--- src/rtl/mem_port_arbiter.sv ---
// Two-requester arbiter (fetch / data) for a single-port unified memory with a
// fixed one-cycle response pipeline. Optional fetch starvation guard: MEM_ARB_STARVE_GUARD_EN.
module mem_port_arbiter #(
  parameter logic [31:0] ADDR_BASE = 32'h0100_0000,
  parameter int          MEM_WORDS = 262144
`ifdef MEM_ARB_STARVE_GUARD_EN
  , parameter int        STARVE_LIMIT = 4
`endif
) (
  input  logic        clock,
  input  logic        reset_n,

  input  logic        if_req_valid,
  output logic        if_req_ready,
  input  logic [31:0] if_req_address,
  output logic        if_rsp_valid,
  output logic [31:0] if_rsp_data,
  output logic        if_rsp_error,

  input  logic        d_req_valid,
  output logic        d_req_ready,
  input  logic        d_req_write,
  input  logic [3:0]  d_req_strobe,
  input  logic [31:0] d_req_address,
  input  logic [31:0] d_req_wdata,
  output logic        d_rsp_valid,
  output logic [31:0] d_rsp_data,
  output logic        d_rsp_error,

  output logic [31:0] mem_address,
  output logic        mem_read_write,
  output logic [3:0]  mem_strobe,
  output logic [31:0] mem_data_in,
  output logic        mem_enable,
  input  logic [31:0] mem_data_out
);

  localparam logic [32:0] ADDR_END = {1'b0, ADDR_BASE} + 33'(4 * MEM_WORDS);

  typedef enum logic [1:0] {
    TAG_NONE = 2'd0,
    TAG_IF   = 2'd1,
    TAG_D    = 2'd2
  } tag_e;

  tag_e        tag_q, tag_d;
  logic        err_q, err_d;
  logic        wr_q, wr_d;

  logic        if_grant;
  logic        d_grant;
  logic        starve_force;
  logic [31:0] sel_addr;
  logic [31:0] offset;
  logic        addr_err;
  logic        access;

`ifdef MEM_ARB_STARVE_GUARD_EN
  logic [2:0]  starve_q, starve_d;

  assign starve_force = (starve_q == 3'(STARVE_LIMIT));

  always_comb begin
    starve_d = starve_q;
    if (!if_req_valid || if_grant) begin
      starve_d = 3'd0;
    end else if (!starve_force) begin
      starve_d = starve_q + 3'd1;
    end
  end

  always_ff @(posedge clock or negedge reset_n) begin
    if (!reset_n) begin
      starve_q <= 3'd0;
    end else begin
      starve_q <= starve_d;
    end
  end
`else
  assign starve_force = 1'b0;
`endif

  // No grants are issued while reset is held; anything accepted then would be dropped.
  always_comb begin
    if_grant = 1'b0;
    d_grant  = 1'b0;
    if (reset_n) begin
      if (d_req_valid && !(if_req_valid && starve_force)) begin
        d_grant = 1'b1;
      end else if (if_req_valid) begin
        if_grant = 1'b1;
      end
    end
  end

  always_comb begin
    sel_addr = d_grant ? d_req_address : if_req_address;
    offset   = sel_addr - ADDR_BASE;
    addr_err = (sel_addr < ADDR_BASE) ||
               ({1'b0, sel_addr} >= ADDR_END) ||
               (sel_addr[1:0] != 2'b00);
    access   = (if_grant || d_grant) && !addr_err;
  end

  always_comb begin
    if_req_ready   = if_grant;
    d_req_ready    = d_grant;
    mem_enable     = access;
    mem_address    = access ? (offset >> 2) : 32'd0;
    mem_read_write = access && d_grant && d_req_write;
    mem_strobe     = mem_read_write ? d_req_strobe : 4'b0000;
    mem_data_in    = access ? d_req_wdata : 32'd0;
  end

  always_comb begin
    tag_d = TAG_NONE;
    if (d_grant) begin
      tag_d = TAG_D;
    end else if (if_grant) begin
      tag_d = TAG_IF;
    end
    err_d = (if_grant || d_grant) && addr_err;
    wr_d  = d_grant && d_req_write;
  end

  always_ff @(posedge clock or negedge reset_n) begin
    if (!reset_n) begin
      tag_q <= TAG_NONE;
      err_q <= 1'b0;
      wr_q  <= 1'b0;
    end else begin
      tag_q <= tag_d;
      err_q <= err_d;
      wr_q  <= wr_d;
    end
  end

  // Stores and erroring accesses return zero data; only clean loads/fetches pass array data.
  always_comb begin
    if_rsp_valid = (tag_q == TAG_IF);
    if_rsp_error = if_rsp_valid && err_q;
    if_rsp_data  = (if_rsp_valid && !err_q) ? mem_data_out : 32'd0;
    d_rsp_valid  = (tag_q == TAG_D);
    d_rsp_error  = d_rsp_valid && err_q;
    d_rsp_data   = (d_rsp_valid && !err_q && !wr_q) ? mem_data_out : 32'd0;
  end

endmodule
--- config.mk ---
export PLATFORM = sky130hd
export DESIGN_NAME = mem_port_arbiter
export DESIGN_NICKNAME = d
export VERILOG_FILES = /design/src/rtl/mem_port_arbiter.sv
export SDC_FILE = /design/constraint.sdc
export NUM_CORES = 1
export LEC_CHECK = 0
export ABC_AREA = 1
export CELL_PAD_IN_SITES_DETAIL_PLACEMENT = 0
export CELL_PAD_IN_SITES_GLOBAL_PLACEMENT = 2
export CORE_MARGIN = 2
export CORE_UTILIZATION = 10
export CTS_CLUSTER_SIZE = 10
export DETAILED_ROUTE_END_ITERATION = 7
export PLACE_DENSITY = 0.95
export SLEW_MARGIN = 20
export SYNTH_ARGS = -nofsm -noshare
export SYNTH_HDL_FRONTEND = slang
export SYNTH_SLANG_ARGS = --single-unit
--- constraint.sdc ---
create_clock -name clock -period 2.87 [get_ports clock]
set_clock_uncertainty 0.1 [all_clocks]
set_input_delay 0.574 -clock clock [delete_from_list [all_inputs] [get_ports clock]]
set_output_delay 0.574 -clock clock [all_outputs]
set_load 0.02 [all_outputs]
* Word level (Yosys, flattened, before mapping) *
Cells that the tools add are included.
W data, S select, Z words.

cells by class
  magnitude comparators = 2
  equal/unequal tests = 2
  multiplexer cells = 13
  add/subtract/negate cells = 1
  reductions and logical operators = 17

operators by type and width
  cell                      count
  $mux W32                  4
  $ge A32 B25 Y1 const B    1
  $lt A32 B25 Y1 const B    1
  $sub A32 B25 Y32 const B  1
  $mux W30                  1
  $logic_and A1 B1 Y1       10
  $mux W1                   6
  $mux W4                   1
  $logic_not A1 Y1          3
  $logic_or A1 B1 Y1        3
  $eq A2 B1 Y1 const B      1
  $eq A2 B2 Y1 const B      1
  $mux W2                   1
  $reduce_bool A2 Y1        1

storage, ports and cells
  input port bits = 137
  output and inout bits = 140
  flip-flop bits (word level) = 4
  logic and storage cells = 38

* Logic depth before layout (Yosys ltp) *
Gate-level depths: netlist of run 1.

  word-level depth = 11
  depth in mapped cells = 12
  mapped depth without buffers = 9

* Worst setup path after synthesis of run 1 *
No wires, ideal clock.

  path type = input to output
  start point = input reset_n
  end point = output mem_address[15]
  cell stages on the path = 12
  path buffers = 3
  required time = 2.196 ns
  data arrival time = 1.947 ns
  path slack = 0.249 ns
  cells stage by stage = nand2_2 buf_6 inv_2 nand2_1 nand2_1 nor2_1 nand2_1 nor2_2 nand3_1 buf_2 buf_6 nor2_1

between the ends
  cells in the longest elaborated chain, start to end = 8
  elaborated cells between the ends (all ways) = 13
  those cells by class = add/sub (1); order compare (2); mux (4); reduce/logical (6)

RTL lines
  what                                              RTL line  source
  from (decl)                                       11        input logic reset_n,
  $mux W1 (*)                                       87        if (reset_n) begin
  net d_req_ready                                   21        output logic d_req_ready,
  $mux W32                                          97        sel_addr = d_grant ? d_req_address : if_req_address;
  $lt A32 B25 Y1 or $ge A32 B25 Y1 (tied branches)  99, 100
  $logic_or A1 B1 Y1                                99        addr_err = (sel_addr < ADDR_BASE) ||
  $logic_or A1 B1 Y1                                100       ({1'b0, sel_addr} >= ADDR_END) ||
  $logic_not A1 Y1                                  102       access = (if_grant || d_grant) && !addr_err;
  $logic_and A1 B1 Y1                               102
  $mux W30 (*)                                      109       mem_address = access ? (offset >> 2) : 32'd0;
  to (decl)                                         30        output logic [31:0] mem_address,

Mark *: on every way through the listed nets, which the timed path passes. The rest lies on a longest branch.

* Final worst setup path of run 1 *
  start point = input if_req_address[26]
  end point = output mem_enable

between the ends
  cells in the longest elaborated chain, start to end = 6
  elaborated cells between the ends (all ways) = 7
  those cells by class = order compare (2); mux (1); reduce/logical (4)

RTL lines
  what                                              RTL line  source
  from (decl)                                       15        input logic [31:0] if_req_address,
  $mux W32 (*)                                      97
  $lt A32 B25 Y1 or $ge A32 B25 Y1 (tied branches)  99, 100
  $logic_or A1 B1 Y1 (*)                            99
  $logic_or A1 B1 Y1 (*)                            100
  $logic_not A1 Y1 (*)                              102
  $logic_and A1 B1 Y1 (*)                           102
  to (decl)                                         34        output logic mem_enable,

Mark *: on every way between the ends. The rest lies on a longest branch, timed or not.

==> flow_metrics.py, run 1 <==
metrics = {
    "critical_path": {
        "slowest_delay_ns": 0.41,
        "required_ns": 2.20,
        "endpoint_kind": "output pin",
        "crit_chain": "clkdlybuf4s50_1, nand2_1, nand2_1, nor2_2, nand2_2, nor2_4, nand3_4, bufbuf_16, inv_2, clkdlybuf4s15_2",
        "crit_type": "input port to output pin",
        "crit_top_cell": "nand2_1",
        "crit_slowest_cell": "clkdlybuf4s50_1",
        "critPathMaxFanout": 14,
        "worst_ep_arrival_time_ns": 2.16,
        "critical_path.startpoint_type": "input port",
    },
    "synth": {
        "yosys-mux-area-fraction_pct": 11.24,
        "synthTopCellsByCount": "nor2_1 (103), inv_1 (87), nand2_1 (31)",
        "syn_area_mm2": 0.001603,
        "synth-edff-count": 0,
        "yosysMostFrequentCell": "nor2_1",
        "synth.distinct_cells": 20,
        "synth_cells": 321,
        "netlist_top_cells_area": "nor2_1 (24%), inv_1 (20%), nor2_2 (12%)",
        "synth_async_sr_flop_share_pct": 100.0,
        "synth_area_leader_cell": "nor2_1",
        "yosysWarnings": 0,
        "synth_top_family_by_area": "simple AND/OR/NAND/NOR gates",
        "synth-xor-area-share_pct": 0,
        "synthAdderAreaFrac_pct": 0.7806,
        "yosys.area_share.simple_pct": 45.98,
        "synth_top_flop_cell": "dfrtp_1",
        "yosys.area.top_type_share_pct": 24.12,
        "ys_seq_elements": 4,
        "yosysSeqAreaShare_pct": 6.245,
        "avgSynthCellArea_um2": 4.993,
        "synth_compound_area_share_pct": 3.357,
    },
    "power_and_ir_drop": {
        "p_int_mw": 0.4958,
        "p_sw_mw": 0.2255,
        "switching_share_pct": 31.26,
        "power.density_mw_per_mm2": 152.8,
        "p_leak_nw": 2.509,
        "p_seq_share_pct": 8.5,
        "vdd.ir_drop.worst_mv": 0.1374,
        "p_clk_share_pct": 30.0,
        "power.total_mw": 0.7213,
        "share_comb_of_total_power_pct": 61.5,
    },
    "sta": {
        "min_period_ns": 2.834,
        "setup_viol": 0,
        "clock.fmax_mhz": 352.8,
        "rsz0062_at_grt": "true",
        "finalCritPeriodShare_pct": 98.76,
        "finalHoldViolCount": 0,
        "finalMaxSlewViolations": 0,
    },
    "detailed_routing": {
        "drt_iter0_drc": 58,
        "final_antenna_net_count": 0,
        "wl_per_cell_um": 11.44,
        "first_pass_iters": 4,
        "num_vias": 2844,
        "viasPerCell": 3.468,
        "remaining_drc_errors": 0,
        "drt_wl_total_um": 9380,
    },
    "floorplanning": {
        "ioPinCount": 277,
        "initial_core_util_pct": 10.16,
        "core-area_mm2": 0.01577,
        "rows": 46,
        "die_h_um": 130.6,
        "dieArea_mm2": 0.01706,
        "die_w_um": 130.6,
    },
    "global_routing": {
        "grt_max_degree": 33,
        "grt_pass1_wl_um": 13190,
        "grt_pass1_vias": 2719,
        "antenna_found_initial": 1,
        "gr-total-overflow": 0,
        "grtUsageTotal_pct": 9.854,
    },
    "clocking": {
        "root_buffer": "clkbuf_16",
        "cts_tree": "built",
        "cts.clk_slew.worst_paths_ns": 0.03,
        "clk_path_buf_depth": 2,
        "ctsHoldBuffers": 0,
        "cts_htree_levels": 1,
        "numCtsBuffers": 3,
        "cts.sinks": 4,
    },
    "job": {
        "drv_cap": 0,
    },
    "status": {
        "outcome": "finished, final reports clean",
    },
    "placed_design": {
        "routabilityCongestion": 0.7613,
        "placed_area_mm2": 0.004537,
        "post-dp-hpwl_um": 7537,
        "port_buffers": 267,
    },
    "layout": {
        "synthToLayoutAreaGrowth_pct": 194.5,
        "stdcell_area_mm2": 0.004721,
        "drive_gt1_share_pct": 25.17,
        "diodes": 0,
        "nets": 744,
    },
    "min_path": {
        "hp-class": "input port to asynchronous set/reset pin",
    },
}
## final cells by class
cell class,instances,area [um^2]
Fill cell,1768,11050
Timing Repair Buffer,297,2803
Multi-Input combinational cell,211,1136
Inverter,89,336.6
Tap cell,216,270.3
Sequential cell,4,100.1
Clock buffer,3,75.07
## power groups by stage
| stage | Sequential, mW | Clock, mW | Combinational, mW |
|---|---|---|---|
| finish | 0.0613 | 0.216 | 0.444 |
| global route | 0.0618 | 0.226 | 0.483 |
| CTS | 0.0614 | 0.222 | 0.444 |
| detailed placement | 0.0620 | 0 | 0.428 |
| global placement | 0.0619 | 0 | 0.427 |
| floorplan | 0.0615 | 0 | 0.163 |
## worst max-delay path: cells and delay by family
kind,cells,cell delay (ns)
and+or+nand+nor,6,0.55
buffers and inverters,4,1.04
## metrics by stage
stage	utilization, %	setup WS, ns	instances	TNS (ns)	hold WS [ns]
floorplan	-	0.2488	329	0	0.1784
global placement	28.77	-0.7371	802	-40.85	0.8139
detailed placement	28.77	-0.7538	802	-41.63	0.8154
CTS	29.85	0.0002336	819	0	0.1661
global route	29.93	-0.05837	820	-0.2932	0.1803
finish	29.93	0.03551	820	0	0.1736
## cell families after synthesis
| family | Yosys count |
|---|---|
| and+or+nand+nor | 173 |
| buffers and inverters | 114 |
| muxes | 18 |
| AOI/OAI and AO/OA | 10 |
| DFF | 4 |
| adders and majority gates | 1 |
| other | 1 |
## cells in the final DEF (no fill, tap or decap), types with 2 or more instances in the layout
| cell | Yosys | final |
|---|---|---|
| nand3_4 | 0 | 2 |
| nor2_2 | 30 | 33 |
| buf_12 | 0 | 2 |
| o21ai_2 | 1 | 6 |
| o21ai_1 | 8 | 2 |
| conb_1 | 1 | 9 |
| dfrtp_1 | 4 | 4 |
| dlygate4sd2_1 | 0 | 24 |
| nor2_1 | 103 | 97 |
| clkbuf_2 | 0 | 13 |
| clkbuf_16 | 0 | 3 |
| mux2i_1 | 18 | 18 |
| inv_1 | 87 | 86 |
| buf_2 | 1 | 15 |
| nand3_1 | 6 | 3 |
| nand2_2 | 1 | 5 |
| buf_6 | 7 | 7 |
| clkdlybuf4s50_1 | 0 | 179 |
| buf_16 | 0 | 4 |
| inv_2 | 2 | 2 |
| buf_4 | 9 | 50 |
| nor2_4 | 0 | 3 |
| nor3_1 | 2 | 2 |
| nand2_1 | 31 | 26 |
## routing by layer
metal,up-vias,part of all wire [%],global-route usage [%]
met5,-,0.17,0
met4,2,0.94,2.378
met3,8,11,2.484
met2,170,53,19.76
met1,1220,35,10.12
li1,1444,-,-
## repair_timing
item | in CTS | in global routing
endpoints found under the setup margin | 62 | 59
setup buffers | 9 | 1
pin swaps | 22 | 3
endpoints found under the hold margin | 0 | 0
resized for setup | 280 | 57
gates cloned | 5 | 0
## state kept, by name, indices dropped and copies added, names as in the netlist
name   flops
tag_q      2
err_q      1
wr_q       1
## worst paths after layout
| kind | from | end | slack, ns | depth (start not counted) |
|---|---|---|---|---|
| max in group asynchronous | reset_n | err_q | 2.37 | 2 |
| min in group clock | d_req_valid | tag_q[0] | 0.56 | 3 |
| worst min-delay path | reset_n | tag_q[1] | 0.17 | 2 |
| worst max-delay path | if_req_address[26] | mem_enable | 0.04 | 10 |
(Power assumes the default switching activity.)
==> run 2: changes to the inputs <==
--- a/config.mk
+++ b/config.mk
@@ -8,12 +8,13 @@
 export ABC_AREA = 1
 export CELL_PAD_IN_SITES_DETAIL_PLACEMENT = 0
 export CELL_PAD_IN_SITES_GLOBAL_PLACEMENT = 2
-export CORE_MARGIN = 2
-export CORE_UTILIZATION = 10
+export CORE_AREA = 2 2 106 108
+export CTS_BUF_LIST = sky130_fd_sc_hd__clkbuf_4 sky130_fd_sc_hd__clkbuf_8
 export CTS_CLUSTER_SIZE = 10
 export DETAILED_ROUTE_END_ITERATION = 7
-export PLACE_DENSITY = 0.95
-export SLEW_MARGIN = 20
+export DIE_AREA = 0 0 108 110
+export DONT_BUFFER_PORTS = 1
+export PLACE_DENSITY = 0.56
 export SYNTH_ARGS = -nofsm -noshare
 export SYNTH_HDL_FRONTEND = slang
 export SYNTH_SLANG_ARGS = --single-unit
==> run 2 against run 1 <==
  * Combinational power down 52%
  * Final area down 47%
  * Global-route usage down 1.2 points
  * Via count down 27%
  * Sequential share of layout area up 1.9 points
  * Core utilization down 6.5 points
  * Fmax up 7.4%
  * Cell count down 32%
  * Sequential power about the same
  * Wire length down 32%
  * Clock power down 46%
  * Flip-flop and latch count unchanged
  * Critical path type unchanged
  * Largest cell class is now multi-input combinational cells
==> flow_metrics.py, run 2 (same netlist as run 1, synthesis figures left out) <==
metrics = {
    "placed_design": {
        "dp_slack_ns": 0.09245,
        "port_buffers": 0,
        "post-dp-hpwl_um": 5742,
        "routabilityCongestion": 0.7554,
    },
    "layout": {
        "final_common_cell": "buf_4",
        "filler_cell_count": 1207,
        "nets": 555,
        "drive_gt1_share_pct": 34.94,
        "final_util_pct": 23.40,
        "diodes": 0,
        "final_cell_mix": "buf_4 (106), nor2_1 (103), inv_1 (87), nand2_1 (31), nor2_2 (30)",
        "reg_top3": "tag_q: 2 flops, err_q: 1 flops, wr_q: 1 flops",
        "synthToLayoutAreaGrowth_pct": 56.21,
        "largest_reg_flops": 2,
        "top_register": "tag_q",
    },
    "sta": {
        "clock.fmax_mhz": 379.0,
        "min_period_ns": 2.639,
        "rsz0062_at_grt": "false",
        "finalSetupTns_ns": 0,
        "setup_viol": 0,
        "finalMaxSlewViolations": 0,
        "finalCritPeriodShare_pct": 91.94,
        "finalHoldViolCount": 0,
        "slew_headroom_pct": 50.85,
        "worstMarginPinSlew_ns": 0.7316,
        "setup_ws_ns": 0.2314,
    },
    "critical_path": {
        "cp-startpoint": "reset_n",
        "endpoint_kind": "output pin",
        "critPathMaxFanout": 56,
        "slowest_delay_ns": 0.21,
        "critPathTopFamily": "simple AND/OR/NAND/NOR gates",
        "required_ns": 2.20,
        "crit_slowest_cell": "ha_1",
        "critical_path.startpoint_type": "input port",
        "crit_chain": "nand2_4, nand2_1, o21ai_1, inv_1, ha_1, o21ai_2, nand3_2, buf_12, nor2_2, buf_4",
        "crit_type": "input port to output pin",
        "worst_ep_arrival_time_ns": 1.96,
        "cp.buffers_inverters": 3,
    },
    "clocking": {
        "root_buffer": "clkbuf_8",
        "cts_tree": "built",
        "cts_htree_levels": 1,
        "numCtsBuffers": 3,
        "postCtsSetupBuffers": 0,
        "cts.clk_slew.worst_paths_ns": 0.03,
        "cts.sinks": 4,
        "clk_path_buf_depth": 2,
    },
    "detailed_routing": {
        "wl_per_cell_um": 11.51,
        "first_pass_iters": 4,
        "viasPerCell": 3.760,
        "drt_iter0_drc": 45,
        "drt_wl_total_um": 6387,
        "remaining_drc_errors": 0,
        "num_vias": 2087,
        "final_antenna_net_count": 0,
    },
    "min_path": {
        "hold_end": "tag_q[0]",
        "hp-class": "input port to flip-flop",
        "min-delay-start": "d_req_valid",
        "holdPathStages": 1,
    },
    "global_routing": {
        "grt_pass1_vias": 1772,
        "grtUsageTotal_pct": 8.616,
        "grt_max_degree": 57,
        "gr-total-overflow": 0,
        "grt_pass1_wl_um": 8183,
        "antenna_found_initial": 0,
    },
    "floorplanning": {
        "die_w_um": 108,
        "core-area_mm2": 0.01070,
        "rows": 38,
        "initial_core_util_pct": 14.98,
        "ioPinCount": 277,
        "die_h_um": 110,
        "dieArea_mm2": 0.01188,
    },
    "power_and_ir_drop": {
        "vdd.ir_drop.worst_mv": 0.1017,
        "power.total_mw": 0.3883,
        "power.density_mw_per_mm2": 155.1,
        "p_leak_nw": 1.719,
    },
    "status": {
        "outcome": "finished, final reports clean",
    },
    "job": {
        "drv_cap": 0,
    },
}
run 2: area by class of cell:
type	count	area [um^2]	share of cell area [%]
Multi-Input combinational cell	211	1027	41.03
Timing Repair Buffer	108	825.8	32.98
Inverter	89	334.1	13.34
Tap cell	140	175.2	6.997
Sequential cell	4	100.1	3.998
Clock buffer	3	41.29	1.649
run 2: metrics by stage:
step	instances	instance area (um^2)	hold slack [ns]
3_5_place_dp	551	2447	0.1786
5_1_grt	555	2504	0.3193
4_1_cts	555	2499	0.3243
3_3_place_gp	551	2447	0.1786
2_1_floorplan	329	1633	0.1784
6_report	555	2504	0.3335
run 2: layer usage:
layer  up-vias  routed length (um)  global-route usage, %
li1       1064                   -                      -
met1       857                2034                  7.690
met2       164                3556                  18.78
met3         2                 785                  2.646
met4         0                  11                  1.374
met5         -                   0                      0
run 2: timing repair:
action                                  4_1_cts  5_1_grt
endpoints found under the setup margin        0       57
hold endpoints to repair                      4        0
resized for setup                             0        1
hold buffers                                  1        0
run 2: power by group:
group	internal (mW)	switching [mW]	leakage (nW)
registers	0.0597	0.00162	0.0522
clock network	0.0892	0.0267	0.0216
logic	0.0745	0.137	1.65
run 2: how the worst max path moves through the flow:
stage                            endpoint  slack [ns]  depth (start not counted)
final                      mem_data_in[2]        0.23                         10
after floorplan           mem_address[15]        0.25                         12
after global routing       mem_address[6]        0.07                         10
after detailed placement   mem_data_in[2]        0.09                         10
after CTS                  mem_data_in[2]        0.09                         10
after global placement     mem_data_in[2]        0.12                         10
